### config.mk
export PLATFORM = sky130hd
export DESIGN_NAME = jk_mod_counter_flat
export DESIGN_NICKNAME = d
export VERILOG_FILES = /design/src/rtl/jk_pkg.sv /design/src/rtl/jk_mod_counter_if.sv /design/src/rtl/jk_bit_cell.sv /design/src/rtl/jk_mod_counter.sv /design/src/flat_wrapper.sv
export SDC_FILE = /design/constraint.sdc
export NUM_CORES = 1
export LEC_CHECK = 0
export ABC_AREA = 0
export BUFFER_PORTS_ARGS = -buffer_cell sky130_fd_sc_hd__buf_2
export CELL_PAD_IN_SITES_DETAIL_PLACEMENT = 1
export CELL_PAD_IN_SITES_GLOBAL_PLACEMENT = 1
export CORE_MARGIN = 4
export CORE_UTILIZATION = 30
export CTS_CLUSTER_DIAMETER = 150
export DETAILED_ROUTE_END_ITERATION = 12
export PLACE_DENSITY = 0.75
export SKIP_LAST_GASP = 1
export SLEW_MARGIN = 20
export SYNTH_ARGS = -nofsm -noshare
export SYNTH_HDL_FRONTEND = slang
export SYNTH_HIERARCHICAL = 1
export SYNTH_SLANG_ARGS = --single-unit
### constraint.sdc
create_clock -name clk -period 2.1 [get_ports clk]
set_clock_uncertainty 0.15 [all_clocks]
set_input_delay 0 -clock clk [delete_from_list [all_inputs] [get_ports clk]]
set_output_delay 0 -clock clk [all_outputs]
set_load 0.005 [all_outputs]
### src/rtl/jk_pkg.sv
// Shared mode and JK-drive encodings for the JK modulo counter and its bit cells.
package jk_pkg;

    localparam logic [1:0] MODE_HOLD = 2'b00;
    localparam logic [1:0] MODE_UP   = 2'b01;
    localparam logic [1:0] MODE_DOWN = 2'b10;
    localparam logic [1:0] MODE_LOAD = 2'b11;

    // {J,K} drive codes for one storage bit
    typedef enum logic [1:0] {
        JK_HOLD   = 2'b00,
        JK_RESET  = 2'b01,
        JK_SET    = 2'b10,
        JK_TOGGLE = 2'b11
    } jk_code_e;

endpackage

### src/rtl/jk_mod_counter_if.sv
// Control/status bundle of the JK modulo counter; master drives controls, slave is the counter.
interface jk_mod_counter_if #(
    parameter int WIDTH = 4
);
    logic             en;
    logic [1:0]       mode;
    logic [WIDTH-1:0] load_val;
    logic [WIDTH-1:0] q;
    logic [WIDTH-1:0] q_bar;
    logic             tc;
    logic             wrap;
    logic             at_limit;

    modport master (
        output en, mode, load_val,
        input  q, q_bar, tc, wrap, at_limit
    );

    modport slave (
        input  en, mode, load_val,
        output q, q_bar, tc, wrap, at_limit
    );
endinterface

### src/rtl/jk_bit_cell.sv
// One JK storage bit with synchronous active-high reset.
// Latency: 1 cycle from J/K to q; no backpressure.
module jk_bit_cell
    import jk_pkg::*;
(
    input  logic clk,
    input  logic rst,
    input  logic i_j,
    input  logic i_k,
    output logic o_q
);
    logic r_q;

    always_ff @(posedge clk) begin
        if (rst) begin
            r_q <= 1'b0;
        end else begin
            case (jk_code_e'({i_j, i_k}))
                JK_HOLD:   r_q <= r_q;
                JK_RESET:  r_q <= 1'b0;
                JK_SET:    r_q <= 1'b1;
                JK_TOGGLE: r_q <= ~r_q;
                default:   r_q <= r_q;
            endcase
        end
    end

    assign o_q = r_q;
endmodule

### src/rtl/jk_mod_counter.sv
// Modulo up/down/load counter with wrap or saturate at limits, built from JK bit cells.
// Latency: q/wrap/at_limit 1 cycle after en/mode sample, tc combinational; no backpressure.
module jk_mod_counter
    import jk_pkg::*;
#(
    parameter int WIDTH    = 4,
    parameter int MODULUS  = 10,
    parameter int SATURATE = 0
) (
    input  logic             clk,
    input  logic             rst,
    jk_mod_counter_if.slave  bus
);
    localparam logic [WIDTH:0]   LIM   = (WIDTH+1)'(MODULUS - 1);
    localparam logic [WIDTH-1:0] LIM_Q = LIM[WIDTH-1:0];

    if (MODULUS < 2 || MODULUS > (1 << WIDTH)) begin : g_bad_modulus
        $error("jk_mod_counter: MODULUS must lie in 2..2**WIDTH");
    end

    logic [WIDTH-1:0] w_q;
    logic [WIDTH-1:0] w_next;
    logic [WIDTH-1:0] w_j;
    logic [WIDTH-1:0] w_k;
    logic [WIDTH:0]   w_inc;
    logic [WIDTH:0]   w_dec;
    logic [WIDTH:0]   w_ld;
    logic             w_wrap_nxt;
    logic             w_lim_nxt;
    logic             r_wrap;
    logic             r_at_limit;

    // Extra top bit keeps the +1 overflow and -1 borrow visible even when MODULUS = 2**WIDTH
    assign w_inc = {1'b0, w_q} + (WIDTH+1)'(1);
    assign w_dec = {1'b0, w_q} - (WIDTH+1)'(1);
    assign w_ld  = {1'b0, bus.load_val};

    always_comb begin
        w_next     = w_q;
        w_wrap_nxt = 1'b0;
        w_lim_nxt  = r_at_limit;
        if (bus.en) begin
            case (bus.mode)
                MODE_UP: begin
                    if (w_inc <= LIM) begin
                        w_next    = w_inc[WIDTH-1:0];
                        w_lim_nxt = 1'b0;
                    end else if (SATURATE != 0) begin
                        w_lim_nxt = 1'b1;
                    end else begin
                        w_next     = '0;
                        w_wrap_nxt = 1'b1;
                        w_lim_nxt  = 1'b0;
                    end
                end
                MODE_DOWN: begin
                    if (!w_dec[WIDTH]) begin
                        w_next    = w_dec[WIDTH-1:0];
                        w_lim_nxt = 1'b0;
                    end else if (SATURATE != 0) begin
                        w_lim_nxt = 1'b1;
                    end else begin
                        w_next     = LIM_Q;
                        w_wrap_nxt = 1'b1;
                        w_lim_nxt  = 1'b0;
                    end
                end
                MODE_LOAD: begin
                    w_next    = (w_ld > LIM) ? LIM_Q : bus.load_val;
                    w_lim_nxt = 1'b0;
                end
                default: ;
            endcase
        end
    end

    assign w_j = w_next & ~w_q;
    assign w_k = ~w_next & w_q;

    for (genvar b = 0; b < WIDTH; b++) begin : g_bit
        jk_bit_cell u_cell (
            .clk (clk),
            .rst (rst),
            .i_j (w_j[b]),
            .i_k (w_k[b]),
            .o_q (w_q[b])
        );
    end

    always_ff @(posedge clk) begin
        if (rst) begin
            r_wrap     <= 1'b0;
            r_at_limit <= 1'b0;
        end else begin
            r_wrap     <= w_wrap_nxt;
            r_at_limit <= w_lim_nxt;
        end
    end

    assign bus.q        = w_q;
    assign bus.q_bar    = ~w_q;
    assign bus.wrap     = r_wrap;
    assign bus.at_limit = r_at_limit;
    assign bus.tc       = bus.en & (((bus.mode == MODE_UP)   && (w_q == LIM_Q)) ||
                                    ((bus.mode == MODE_DOWN) && (w_q == '0)));
endmodule

### src/flat_wrapper.sv
// flat-port wrapper written by rule: the top's interface ports become plain ports
module jk_mod_counter_flat import jk_pkg::*;
#(
    parameter int WIDTH    = 4,
    parameter int MODULUS  = 10,
    parameter int SATURATE = 0
)
  (clk, rst, bus_en, bus_mode, bus_load_val, bus_q, bus_q_bar, bus_tc, bus_wrap, bus_at_limit);
  jk_mod_counter_if #(.WIDTH(WIDTH)) bus_i ();
  input  logic clk;
  input  logic rst;
  input wire logic [$bits(bus_i.en)-1:0] bus_en;
  input wire logic [$bits(bus_i.mode)-1:0] bus_mode;
  input wire logic [$bits(bus_i.load_val)-1:0] bus_load_val;
  output wire logic [$bits(bus_i.q)-1:0] bus_q;
  output wire logic [$bits(bus_i.q_bar)-1:0] bus_q_bar;
  output wire logic [$bits(bus_i.tc)-1:0] bus_tc;
  output wire logic [$bits(bus_i.wrap)-1:0] bus_wrap;
  output wire logic [$bits(bus_i.at_limit)-1:0] bus_at_limit;
  assign bus_i.en = bus_en;
  assign bus_i.mode = bus_mode;
  assign bus_i.load_val = bus_load_val;
  assign bus_q = bus_i.q;
  assign bus_q_bar = bus_i.q_bar;
  assign bus_tc = bus_i.tc;
  assign bus_wrap = bus_i.wrap;
  assign bus_at_limit = bus_i.at_limit;
  jk_mod_counter #(.WIDTH(WIDTH), .MODULUS(MODULUS), .SATURATE(SATURATE)) u_core (.clk(clk), .rst(rst), .bus(bus_i));
endmodule
==> metrics.md <==
| Metric | Value |
|---|---|
| Status | complete, no violations |
| Pwr Density | 479 nW/um2 |
| Vias after detailed routing | 760 |
| Die H | 56.5 um |
| Synth Flop Type | dfxtp_1 |
| Grt ovf | 0 |
| Tcrit/Tclk final | 0.977 |
| Setup ws final | 0.0492 ns |
| Post-route ant nets | 0 |
| Async S/R FF share, synth | 0 |
| CTS tree | yes |
| 1st-pass router iterations | 4 |
| Largest net degree at the start of global routing | 14 |
| Clock buffer count from CTS | 3 |
| Worst hold start | bus_load_val[2] |
| Util after Layout | 0.410 |
| Final #Nets | 130 |
| Drt initial violations | 10 |
| Mapped Nets | 103 |
| Core area | 2230 um2 |
| Yosys top cell area share | 0.142 |
| Initial Util | 0.316 |
| Clk pin slew, worst setup/hold paths | 0.05 ns |
| Root Buffer | clkbuf_4 |
| Max-cap violations | 0 |
| Global-route wire length before repair | 3800 um |
| Leak | 0.000389 uW |
| Critical path capture point type | register |
| Placed wire-length estimate | 1750 um |
| Tot GR Track Use | 0.151 |
| Critical setup path kind | register to register |
| Layout Cells excl Fill | 140 |
| Max Clk Rate | 488 MHz |
| RSZ-0062 raised after global routing | no |
| Row cnt | 17 |
| Placer Congestion | 0.792 |
| Share of layout cells above drive strength 1 | 0.438 |
| H-tree levels | 1 |
| Routed len/inst | 15.7 um |
| Final hold vios | 0 |
| Total power | 439 uW |
| Critical-path maximum fanout | 6 |
| Placed Instances | 133 |
| DR vias/cell | 5.43 |
| Number of synthesized flops with an enable pin | 0 |
| Synthesized instance count | 86 |
| Yosys top cell by area | dfxtp_1 |
| Final Max Tran Viols | 0 |
| Max Buffers Root-to-Sink | 2 |
| Total Wirelength | 2200 um |
| Vias in the first global route | 794 |
| Synth cell types | 44 |
| P&R area growth vs syn | 29.8% |
| Synth Register Bits | 5 |
| I/O Pins | 20 |
| Antenna violations before repair | 0 |
| Critical path origin | u_core/g_bit[0].u_cell/o_q$_SDFFE_PP0P_ |
| Post-route DRC | 0 |
| Clk Latency, worst-skew pair | 0.26 ns |
| Worst setup SP type | register |
| Register area share after synthesis | 0.142 |
| Crit path time final | 2.05 ns |
| Setup_tns | 0 ns |
| Die width | 56.5 um |
| Worst r2r src | u_core/g_bit[0].u_cell/o_q$_SDFFE_PP0P_ |
| Setup violators final | 0 |
| Sink Count | 5 |
| Area contributors post-synth | dfxtp_1 (14%), ha_1 (14%), a211oi_1 (5.3%), o31ai_2 (3.5%), nor2_1 (3.2%) |
| Fillers | 287 |
| DP Worst Slack | -0.114 ns |
| Syn avg cell area | 8.21 um2 |
| Die area | 3190 um2 |
| Worst vdd ir | 166 uV |
| Hold Path Class | input port to register |
| Synth warn | 6 |
| Crit path arrival time | 2.05 ns |
| Diode count | 0 |
| CP required | 2.10 ns |
| Mapped cell area | 706 um2 |
| IO buf count | 18 |
## state kept, by name (all words and copies together), names as in the netlist
signal,flops
u_core/bus.wrap,1
u_core/g_bit.u_cell/o_q,4
## kinds of logic after synthesis
group           Yosys count  share of synthesized area
xor+xnor                  3                     0.0479
mux                       1                     0.0160
simple gates             31                      0.268
flops                     5                      0.142
fa+ha+maj                 8                      0.142
buf+inv                  13                      0.113
compound gates           24                      0.266
other cells               1                    0.00531
## area by class of cell
class	instances	area, um2	area share
timing repair buffer	26	155	0.169
inverter	9	38.8	0.0423
tap	28	35.0	0.0383
sequential	5	104	0.113
multi-input combinational	68	557	0.608
clock buffer	4	26.3	0.0287
## layer usage
| layer | track usage | wire length (um) | part of all wire | vias to the layer above |
|---|---|---|---|---|
| met2 | 0.241 | 1090 | 0.49 | 24 |
| met1 | 0.199 | 999 | 0.45 | 366 |
| met3 | 0.0138 | 85 | 0.039 | 3 |
| met4 | 0.0814 | 29 | 0.013 | 0 |
| li1 | - | - | - | 367 |
| met5 | 0 | 0 | 0 | - |
## what timing repair did
action,4_1_cts,5_1_grt
endpoints found under the hold margin,5,0
pin swaps,0,0
buffers inserted,0,1
resized for setup,2,5
hold buffers,2,0
endpoints found under the setup margin,2,4
## critical path, cell delays in order (launching register included)
cell and delay, ns:
dfxtp_2 0.38, inv_1 0.10, ha_4 0.27, inv_2 0.05, a21oi_1 0.10, o311ai_2 0.37
a41o_1 0.23, nor2_1 0.04, a211oi_1 0.24
## synth_stat cells, drive strengths merged (2+ instances only)
| cell type | instances |
|---|---|
| inv | 9 |
| nand3 | 4 |
| a211oi | 5 |
| nor2b | 3 |
| ha | 8 |
| o31ai | 2 |
| nor2 | 6 |
| o21ai | 4 |
| nand4 | 3 |
| buf | 4 |
| xnor2 | 2 |
| nor3 | 3 |
| nand2 | 4 |
| dfxtp | 5 |
| and3 | 3 |
| a21oi | 4 |
## final timing paths
path | end | slack [ns] | cells past startpoint
worst max-delay path | u_core/g_bit[0].u_cell/o_q$_SDFFE_PP0P_ | 0.05 | 8
worst min-delay path | u_core/g_bit[2].u_cell/o_q$_SDFFE_PP0P_ | 0.16 | 5
worst max register to register | u_core/g_bit[0].u_cell/o_q$_SDFFE_PP0P_ | 0.05 | 8
worst min register to register | u_core/g_bit[1].u_cell/o_q$_SDFFE_PP0P_ | 0.49 | 2
## through the flow
stage	hold WS, ns	instance area, um2
floorplan	-0.0715	718
global placement	0.121	840
detailed placement	0.131	840
CTS	0.146	895
global route	0.215	916
finish	0.161	916
## cell usage in the layout, fill, tap and decap left out, types with 2 or more instances in the layout
master,count
o31ai_2,2
nand3_1,3
inv_2,2
a21oi_1,3
and3_1,2
buf_4,6
nand2_1,4
nand4_1,3
a211oi_1,4
nor3_1,2
o21ai_0,2
clkbuf_4,3
ha_1,6
nor2_1,6
dfxtp_2,3
buf_2,18
dlygate4sd3_1,2
inv_1,5
inv_4,2
dfxtp_1,2
nor2b_1,2
## report_power, final
part / switching, uW / leakage [uW] / internal, uW
clock: 49.2 / 0.0000150 / 72.4
combinational: 107 / 0.000332 / 91.4
sequential: 15.7 / 0.0000422 / 103
Power figures use the tool's default switching activity.
